[src/rtl/mem_port_arb_if.sv]
// Handshake and bus-control bundle between requesters, arbiter and memory.
interface mem_port_arb_if;
   logic req_a;
   logic req_b;
   logic we_b;
   logic mem_ack;
   logic sel;
   logic mem_req;
   logic mem_we;
   logic gnt_a;
   logic gnt_b;
   logic done_a;
   logic done_b;
   logic tmo_err;

   // Arbiter side
   modport slave (
      input  req_a, req_b, we_b, mem_ack,
      output sel, mem_req, mem_we, gnt_a, gnt_b, done_a, done_b, tmo_err
   );

   // Requester / memory side
   modport master (
      output req_a, req_b, we_b, mem_ack,
      input  sel, mem_req, mem_we, gnt_a, gnt_b, done_a, done_b, tmo_err
   );
endinterface

[src/rtl/mem_port_arb.sv]
// Round-robin arbiter for the single shared memory port: fetch (A) vs load/store (B),
// req/ack sequencing toward memory and a per-transfer timeout watchdog.
module mem_port_arb #(
   parameter int unsigned TMO_CYC = 16,
   parameter int unsigned CNT_W   = 5
) (
   input  logic              clk,
   input  logic              rst_f,
   mem_port_arb_if.slave     bus
);

   localparam logic [1:0] IDLE   = 2'd0;
   localparam logic [1:0] XFER_A = 2'd1;
   localparam logic [1:0] XFER_B = 2'd2;

   localparam logic LAST_A = 1'b1;
   localparam logic LAST_B = 1'b0;

   localparam logic [CNT_W-1:0] CNT_LAST = CNT_W'(TMO_CYC - 1);

   logic [1:0]       state_q,   state_nxt;
   logic             sel_q,     sel_nxt;
   logic             req_q,     req_nxt;
   logic             we_q,      we_nxt;
   logic             gnt_a_q,   gnt_a_nxt;
   logic             gnt_b_q,   gnt_b_nxt;
   logic             tmo_q,     tmo_nxt;
   logic [CNT_W-1:0] cnt_q,     cnt_nxt;
   logic             last_q,    last_nxt;

   // State and registered-output flops
   always_ff @(posedge clk or negedge rst_f) begin
      if (!rst_f) begin
         state_q <= IDLE;
         sel_q   <= 1'b1;
         req_q   <= 1'b0;
         we_q    <= 1'b0;
         gnt_a_q <= 1'b0;
         gnt_b_q <= 1'b0;
         tmo_q   <= 1'b0;
         cnt_q   <= '0;
         last_q  <= LAST_B;
      end else begin
         state_q <= state_nxt;
         sel_q   <= sel_nxt;
         req_q   <= req_nxt;
         we_q    <= we_nxt;
         gnt_a_q <= gnt_a_nxt;
         gnt_b_q <= gnt_b_nxt;
         tmo_q   <= tmo_nxt;
         cnt_q   <= cnt_nxt;
         last_q  <= last_nxt;
      end
   end

   // Next-state: grant selection in IDLE, completion / watchdog in XFER
   always_comb begin
      state_nxt = state_q;
      sel_nxt   = sel_q;
      req_nxt   = req_q;
      we_nxt    = we_q;
      gnt_a_nxt = gnt_a_q;
      gnt_b_nxt = gnt_b_q;
      tmo_nxt   = tmo_q;
      cnt_nxt   = cnt_q;
      last_nxt  = last_q;

      case (state_q)
         IDLE: begin
            // On contention the port that did not go last wins
            if (bus.req_a && (!bus.req_b || (last_q == LAST_B))) begin
               state_nxt = XFER_A;
               sel_nxt   = 1'b1;
               gnt_a_nxt = 1'b1;
               req_nxt   = 1'b1;
               we_nxt    = 1'b0;
               cnt_nxt   = '0;
            end else if (bus.req_b) begin
               state_nxt = XFER_B;
               sel_nxt   = 1'b0;
               gnt_b_nxt = 1'b1;
               req_nxt   = 1'b1;
               we_nxt    = bus.we_b;
               cnt_nxt   = '0;
            end
         end

         XFER_A, XFER_B: begin
            // Ack wins over a coincident timeout
            if (bus.mem_ack || (cnt_q == CNT_LAST)) begin
               state_nxt = IDLE;
               req_nxt   = 1'b0;
               we_nxt    = 1'b0;
               gnt_a_nxt = 1'b0;
               gnt_b_nxt = 1'b0;
               last_nxt  = (state_q == XFER_A) ? LAST_A : LAST_B;
               if (!bus.mem_ack) begin
                  tmo_nxt = 1'b1;
               end
            end else begin
               cnt_nxt = cnt_q + CNT_W'(1);
            end
         end

         default: begin
            state_nxt = IDLE;
            req_nxt   = 1'b0;
            we_nxt    = 1'b0;
            gnt_a_nxt = 1'b0;
            gnt_b_nxt = 1'b0;
         end
      endcase
   end

   assign bus.sel     = sel_q;
   assign bus.mem_req = req_q;
   assign bus.mem_we  = we_q;
   assign bus.gnt_a   = gnt_a_q;
   assign bus.gnt_b   = gnt_b_q;
   assign bus.tmo_err = tmo_q;

   // Completion pulses follow memory ack within the same cycle
   assign bus.done_a  = gnt_a_q & bus.mem_ack;
   assign bus.done_b  = gnt_b_q & bus.mem_ack;

endmodule

[src/flat_wrapper.sv]
// flat-port wrapper written by rule: the top's interface ports become plain ports
module mem_port_arb_flat 
#(
   parameter int unsigned TMO_CYC = 16,
   parameter int unsigned CNT_W   = 5
)
  (clk, rst_f, bus_req_a, bus_req_b, bus_we_b, bus_mem_ack, bus_sel, bus_mem_req, bus_mem_we, bus_gnt_a, bus_gnt_b, bus_done_a, bus_done_b, bus_tmo_err);
  mem_port_arb_if bus_i ();
  input  logic clk;
  input  logic rst_f;
  input wire logic [$bits(bus_i.req_a)-1:0] bus_req_a;
  input wire logic [$bits(bus_i.req_b)-1:0] bus_req_b;
  input wire logic [$bits(bus_i.we_b)-1:0] bus_we_b;
  input wire logic [$bits(bus_i.mem_ack)-1:0] bus_mem_ack;
  output wire logic [$bits(bus_i.sel)-1:0] bus_sel;
  output wire logic [$bits(bus_i.mem_req)-1:0] bus_mem_req;
  output wire logic [$bits(bus_i.mem_we)-1:0] bus_mem_we;
  output wire logic [$bits(bus_i.gnt_a)-1:0] bus_gnt_a;
  output wire logic [$bits(bus_i.gnt_b)-1:0] bus_gnt_b;
  output wire logic [$bits(bus_i.done_a)-1:0] bus_done_a;
  output wire logic [$bits(bus_i.done_b)-1:0] bus_done_b;
  output wire logic [$bits(bus_i.tmo_err)-1:0] bus_tmo_err;
  assign bus_i.req_a = bus_req_a;
  assign bus_i.req_b = bus_req_b;
  assign bus_i.we_b = bus_we_b;
  assign bus_i.mem_ack = bus_mem_ack;
  assign bus_sel = bus_i.sel;
  assign bus_mem_req = bus_i.mem_req;
  assign bus_mem_we = bus_i.mem_we;
  assign bus_gnt_a = bus_i.gnt_a;
  assign bus_gnt_b = bus_i.gnt_b;
  assign bus_done_a = bus_i.done_a;
  assign bus_done_b = bus_i.done_b;
  assign bus_tmo_err = bus_i.tmo_err;
  mem_port_arb #(.TMO_CYC(TMO_CYC), .CNT_W(CNT_W)) u_core (.clk(clk), .rst_f(rst_f), .bus(bus_i));
endmodule
[config.mk]
export PLATFORM = sky130hd
export DESIGN_NAME = mem_port_arb_flat
export DESIGN_NICKNAME = d
export VERILOG_FILES = /design/src/rtl/mem_port_arb_if.sv /design/src/rtl/mem_port_arb.sv /design/src/flat_wrapper.sv
export SDC_FILE = /design/constraint.sdc
export NUM_CORES = 1
export LEC_CHECK = 0
export ABC_CLOCK_PERIOD_IN_PS = 3800
export CORE_MARGIN = 3
export CORE_UTILIZATION = 45
export DETAILED_ROUTE_END_ITERATION = 10
export MAX_ROUTING_LAYER = met4
export PLACE_DENSITY_LB_ADDON = 0.08
export SKIP_CTS_REPAIR_TIMING = 1
export SLEW_MARGIN = 20
export SYNTH_ARGS = -nofsm -noshare
export SYNTH_HDL_FRONTEND = slang
export SYNTH_SLANG_ARGS = --single-unit
[constraint.sdc]
create_clock -name clk -period 3.8 [get_ports clk]
set_input_delay 0.38 -clock clk [delete_from_list [all_inputs] [get_ports clk]]
set_output_delay 0.38 -clock clk [all_outputs]
set_load 0.05 [all_outputs]
## Yosys cells after proc, flatten, opt, wreduce, memory -nomap -nowiden

Cells that the tools add are included.
W data, S select, Z words.

- Add/subtract/negate cells: 1
- Equality and inequality tests: 9
- Mux-type cells: 22
- Bitwise operators: 4
- Reductions and logical operators: 15

Operators with widths:

| kind | number |
|---|---|
| $mux W5 | 3 |
| $mux W1 | 10 |
| $pmux W5 S2 | 1 |
| $reduce_and A3 Y1 | 3 |
| $pmux W1 S2 | 4 |
| $reduce_and A2 Y1 | 4 |
| $mux W2 | 3 |
| $ne A2 B2 Y1 const B | 3 |
| $add A5 B1 Y5 const B | 1 |
| $eq A5 B4 Y1 const B | 1 |
| $ne A2 B1 Y1 const B | 2 |
| $pmux W2 S2 | 1 |
| $reduce_bool A2 Y1 | 2 |
| $ne A3 B2 Y1 const B | 1 |
| $and A1 B1 Y1 | 2 |
| $eq A2 B1 Y1 const B | 1 |
| $eq A2 B2 Y1 const B | 1 |
| $logic_not A2 Y1 | 1 |
| $logic_or A1 B1 Y1 | 2 |
| $not A1 Y1 | 2 |
| $reduce_or A2 Y1 | 1 |
| $logic_and A1 B1 Y1 | 1 |
| $logic_not A1 Y1 | 1 |

- Register bits: 14
- Input bits: 6
- Output and inout port bits: 8
- Logic and storage cells: 60

## Depth between registers and ports, before layout

- Word-level depth: 5
- Mapped depth: 6
- Gate-level depth less buffers: 6

## Worst setup path before layout

OpenSTA, ideal clock, no wires.

- Path kind: reg2reg
- Start: register u_core.cnt_q[0]
- End: register u_core.state_q[0]
- Library setup time: 122 ps
- Arrival time: 1675 ps
- Data required time: 3678 ps
- Setup slack: 2004 ps
- Cell stages (with the launch flop): 6
- Buffers on the path: 0
- Period minus slack after synthesis: 1796 ps
- Cell sequence: dfrtp_1 > ha_1 > and3_1 > ha_1 > or3b_4 > a32o_1

- Longest elaborated chain between the ends: 4

Ends and longest elaborated chain:

| what | line | source |
|---|---|---|
| start, declared | mem_port_arb.sv:28 | `logic [CNT_W-1:0] cnt_q, cnt_nxt;` |
| start signal, assigned | mem_port_arb.sv:51 | `cnt_q <= cnt_nxt;` |
| $eq A5 B4 Y1 | mem_port_arb.sv:90 | `if (bus.mem_ack \|\| (cnt_q == CNT_LAST)) begin` |
| $logic_or A1 B1 Y1 | mem_port_arb.sv:90 |  |
| $ne A2 B1 Y1 (no line) | - |  |
| $reduce_and A2 Y1 (no line) | - |  |
| end signal, assigned | mem_port_arb.sv:44 | `state_q <= state_nxt;` |
| end, declared | mem_port_arb.sv:21 | `logic [1:0] state_q, state_nxt;` |

Every way passes these cells.
A chain may end at the register's enable or synchronous reset.

## Worst setup path in the final report

- Start: input port bus_mem_ack
- End: output port bus_done_a

- Longest elaborated chain between the ends: 1

Ends and longest elaborated chain:

| what | line | source |
|---|---|---|
| start, declared | flat_wrapper.sv:14 | `input wire logic [$bits(bus_i.mem_ack)-1:0] bus_mem_ack;` |
| $and A1 B1 Y1 | mem_port_arb.sv:123 | `assign bus.done_a = gnt_a_q & bus.mem_ack;` |
| end, declared | flat_wrapper.sv:20 | `output wire logic [$bits(bus_i.done_a)-1:0] bus_done_a;` |

Every way passes these cells.

==> summary.txt <==
Worst setup path
  • Worst path cell trace: clkdlybuf4s50_1, and2_1, clkdlybuf4s50_1
  • Reg2reg start: u_core.cnt_q[0]$_DFFE_PN0P_
  • CP startpoint kind: input pin
  • Crit. End Element: primary output
  • R2R Path End: u_core.cnt_q[1]$_DFFE_PN0P_
  • CP required: 3.42 ns
  • R2R setup slack: 1.86 ns
  • CP bufs+invs: 2
  • WP data arrival: ~2.0 ns
  • Worst Reg2Reg Path Length in Cells: 6
  • Largest stage delay, worst path: 0.79 ns
  • Crit Path Class: in2out
  • CP dominant cell by count: clkdlybuf4s50_1
  • Worst path slowest cell: clkdlybuf4s50_1
  • CP top delay family: buffers and inverters
  • Critical path fanouts, max: 7

Final layout
  • Share of cells above drive strength 1: 0.175
  • Layout area overhead: 24.4%
  • Nets: between 90 and 100
  • Final core utilization: 0.641
  • Antenna diodes: 0
  • Finished Layout Cells: 95

Die
  • Cell row count: 13
  • Core Area: 1420 µm²
  • Die Ht: 46.3 µm
  • I/O pin count: 14
  • Effective utilization at floorplan: 0.515
  • Die span in x: 46.3 µm
  • Total die area: roughly 2100 µm²

Clock tree
  • Clock transition at path regs: 0.09 ns
  • CTS root buffer: clkbuf_4
  • Worst-skew pair later-pin latency: 0.28 ns
  • TritonCTS clock tree: built
  • Worst-case clock buffer depth: 2
  • CTS buffer count: 3
  • CTS sink cnt: 14
  • H-tree depth: 1

Global route
  • Initial antenna violation count: 0
  • Largest net degree at the start of global routing: 15
  • Met2 global-route usage: 0.225
  • Vias in the first global route: 504
  • Gr usage total: 0.158
  • M1 GR Usage: 0.217
  • Grt ovf: 0
  • Grt met3 use: 0.0273
  • First-pass GRT wire length: 2290 µm
  • Most Crowded Layer GR: met2

Timing
  • Final min period: 2.33 ns
  • Worst slew pin tran: about 0.64 ns
  • Final setup vio count: 0
  • Max_slew headroom: 0.574
  • Max Clock Freq: 0.430 GHz
  • Setup tns final: 0 ns
  • Final hold vios: 0
  • RSZ-0062 raised after global routing: no
  • Max-slew violations: 0
  • Period utilisation layout: 0.612
  • Worst Clk Skew: ~0.0046 ns

Placed design
  • Placed insts: 91
  • Port bufs: 13
  • Placer Congestion: 0.731
  • DP HPWL: 949 µm

Yosys
  • Mapped Cells: 64
  • Synth Area per Inst: between 10 and 15 µm²
  • Top-area cell type share of the netlist area: 0.446
  • Top-count cell post-synth: dfrtp_1
  • Number of synthesized flops with an enable pin: 0
  • FF+latch count, synth: 14
  • Unique masters post-synth: 32
  • Syn_nets: between 70 and 80
  • Post-synthesis sequential area ratio: 0.482
  • Synth top area cells: dfrtp_1, ha_1, dfstp_2, or3b_4, a32o_1
  • Leading area contributor after synthesis: dfrtp_1
  • Post-synth top flop: dfrtp_1
  • Post-Syn Area: between 700 and 800 µm²
  • Top cells by count, synth: dfrtp_1, inv_1, ha_1, nor2_1, o21ai_0
  • Synthesis Warnings: 0
  • Post-synth ARST share: 1.00

Power and ir drop
  • Max VDD drop: 0.484 mV
  • Pleak: 0.000398 µW
  • Power density over the cells: 823 nW/µm²

Run status
  • Status: finished, final reports clean

Routing
  • Routed vias/inst: a little under 6
  • Final ANT Viol Nets: 0
  • Drt first-iter violations: 14
  • Wire per inst: 13.9 µm
  • DRC viols: 0
  • Routed wire length: 1320 µm
  • Pre-antenna DRT Iters: 4
  • Total vias in the final route: 548

Flow run
  • Max-Cap Viols: 0

Min path
  • Worst hold path class: in2async
[layout by cell type (no fill, tap or decap), types with 3 or more instances in the layout]
cell / synthesis / routed
inv_1: 5 / 5
nor2_1: 4 / 4
o21ai_0: 4 / 4
clkdlybuf4s50_1: 0 / 13
dfrtp_1: 13 / 13
ha_1: 4 / 4
clkbuf_4: 0 / 3
[area by class of cell]
cell class                 count  area, µm²
timing repair buffer          13        130
multi-input combinational     44        352
fill                         122        508
clock buffer                   4       36.3
tap                           15       18.8
inverter                       5       18.8
sequential                    14        352
[routing by layer]
layer  vias to the layer above  wire (µm)
met2                        16        536
met5                         -          0
li1                        271          -
met3                         5         83
met1                       256        675
met4                         0         21
[kinds of logic after synthesis]
family,share of synthesized area
buffers and inverters,0.0360
AO/OA/AOI/OAI,0.216
adder cells (fa/ha/maj),0.0686
multiplexers,0.0154
AND/OR/NAND/NOR,0.170
flip-flops,0.482
XOR/XNOR,0.0120
[sequential cells by signal, summed over array words and instances, names as in the netlist]
| register | flops |
|---|---|
| u_core.bus.mem_we | 1 |
| u_core.bus.gnt_a | 1 |
| u_core.bus.sel | 1 |
| u_core.last_q | 1 |
| u_core.state_q | 2 |
| u_core.bus.mem_req | 1 |
| u_core.bus.gnt_b | 1 |
| u_core.cnt_q | 5 |
| u_core.bus.tmo_err | 1 |
[worst max-delay path by stage]
stage / start / slack, ns / to / depth (start not counted)
4_1_cts: bus_mem_ack / 1.46 / bus_done_a / 3
3_5_place_dp: bus_mem_ack / 1.47 / bus_done_a / 3
5_1_grt: bus_mem_ack / 1.42 / bus_done_b / 3
6_report: bus_mem_ack / 1.47 / bus_done_a / 3
2_1_floorplan: u_core.cnt_q[0]$_DFFE_PN0P_ / 2.00 / u_core.state_q[0]$_DFFE_PN0P_ / 5
3_3_place_gp: bus_mem_ack / 1.49 / bus_done_a / 3
[stage by stage]
step	cell area, µm²	worst slack (ns)	hold WS (ns)	total power [µW]
2_1_floorplan	729	2.00	0.0844	536
6_report	907	1.47	0.486	746
3_3_place_gp	871	1.49	0.471	639
4_1_cts	907	1.46	0.494	751
3_5_place_dp	871	1.47	0.470	640
5_1_grt	907	1.42	0.515	799
[power by group]
part           leakage [µW]  switching [µW]  internal [µW]
sequential         0.000180            32.9            202
combinational      0.000198             241            161
clock             0.0000210            50.4           58.2
total              0.000398             325            421
Note: power is estimated with default switching activity, not from simulation.
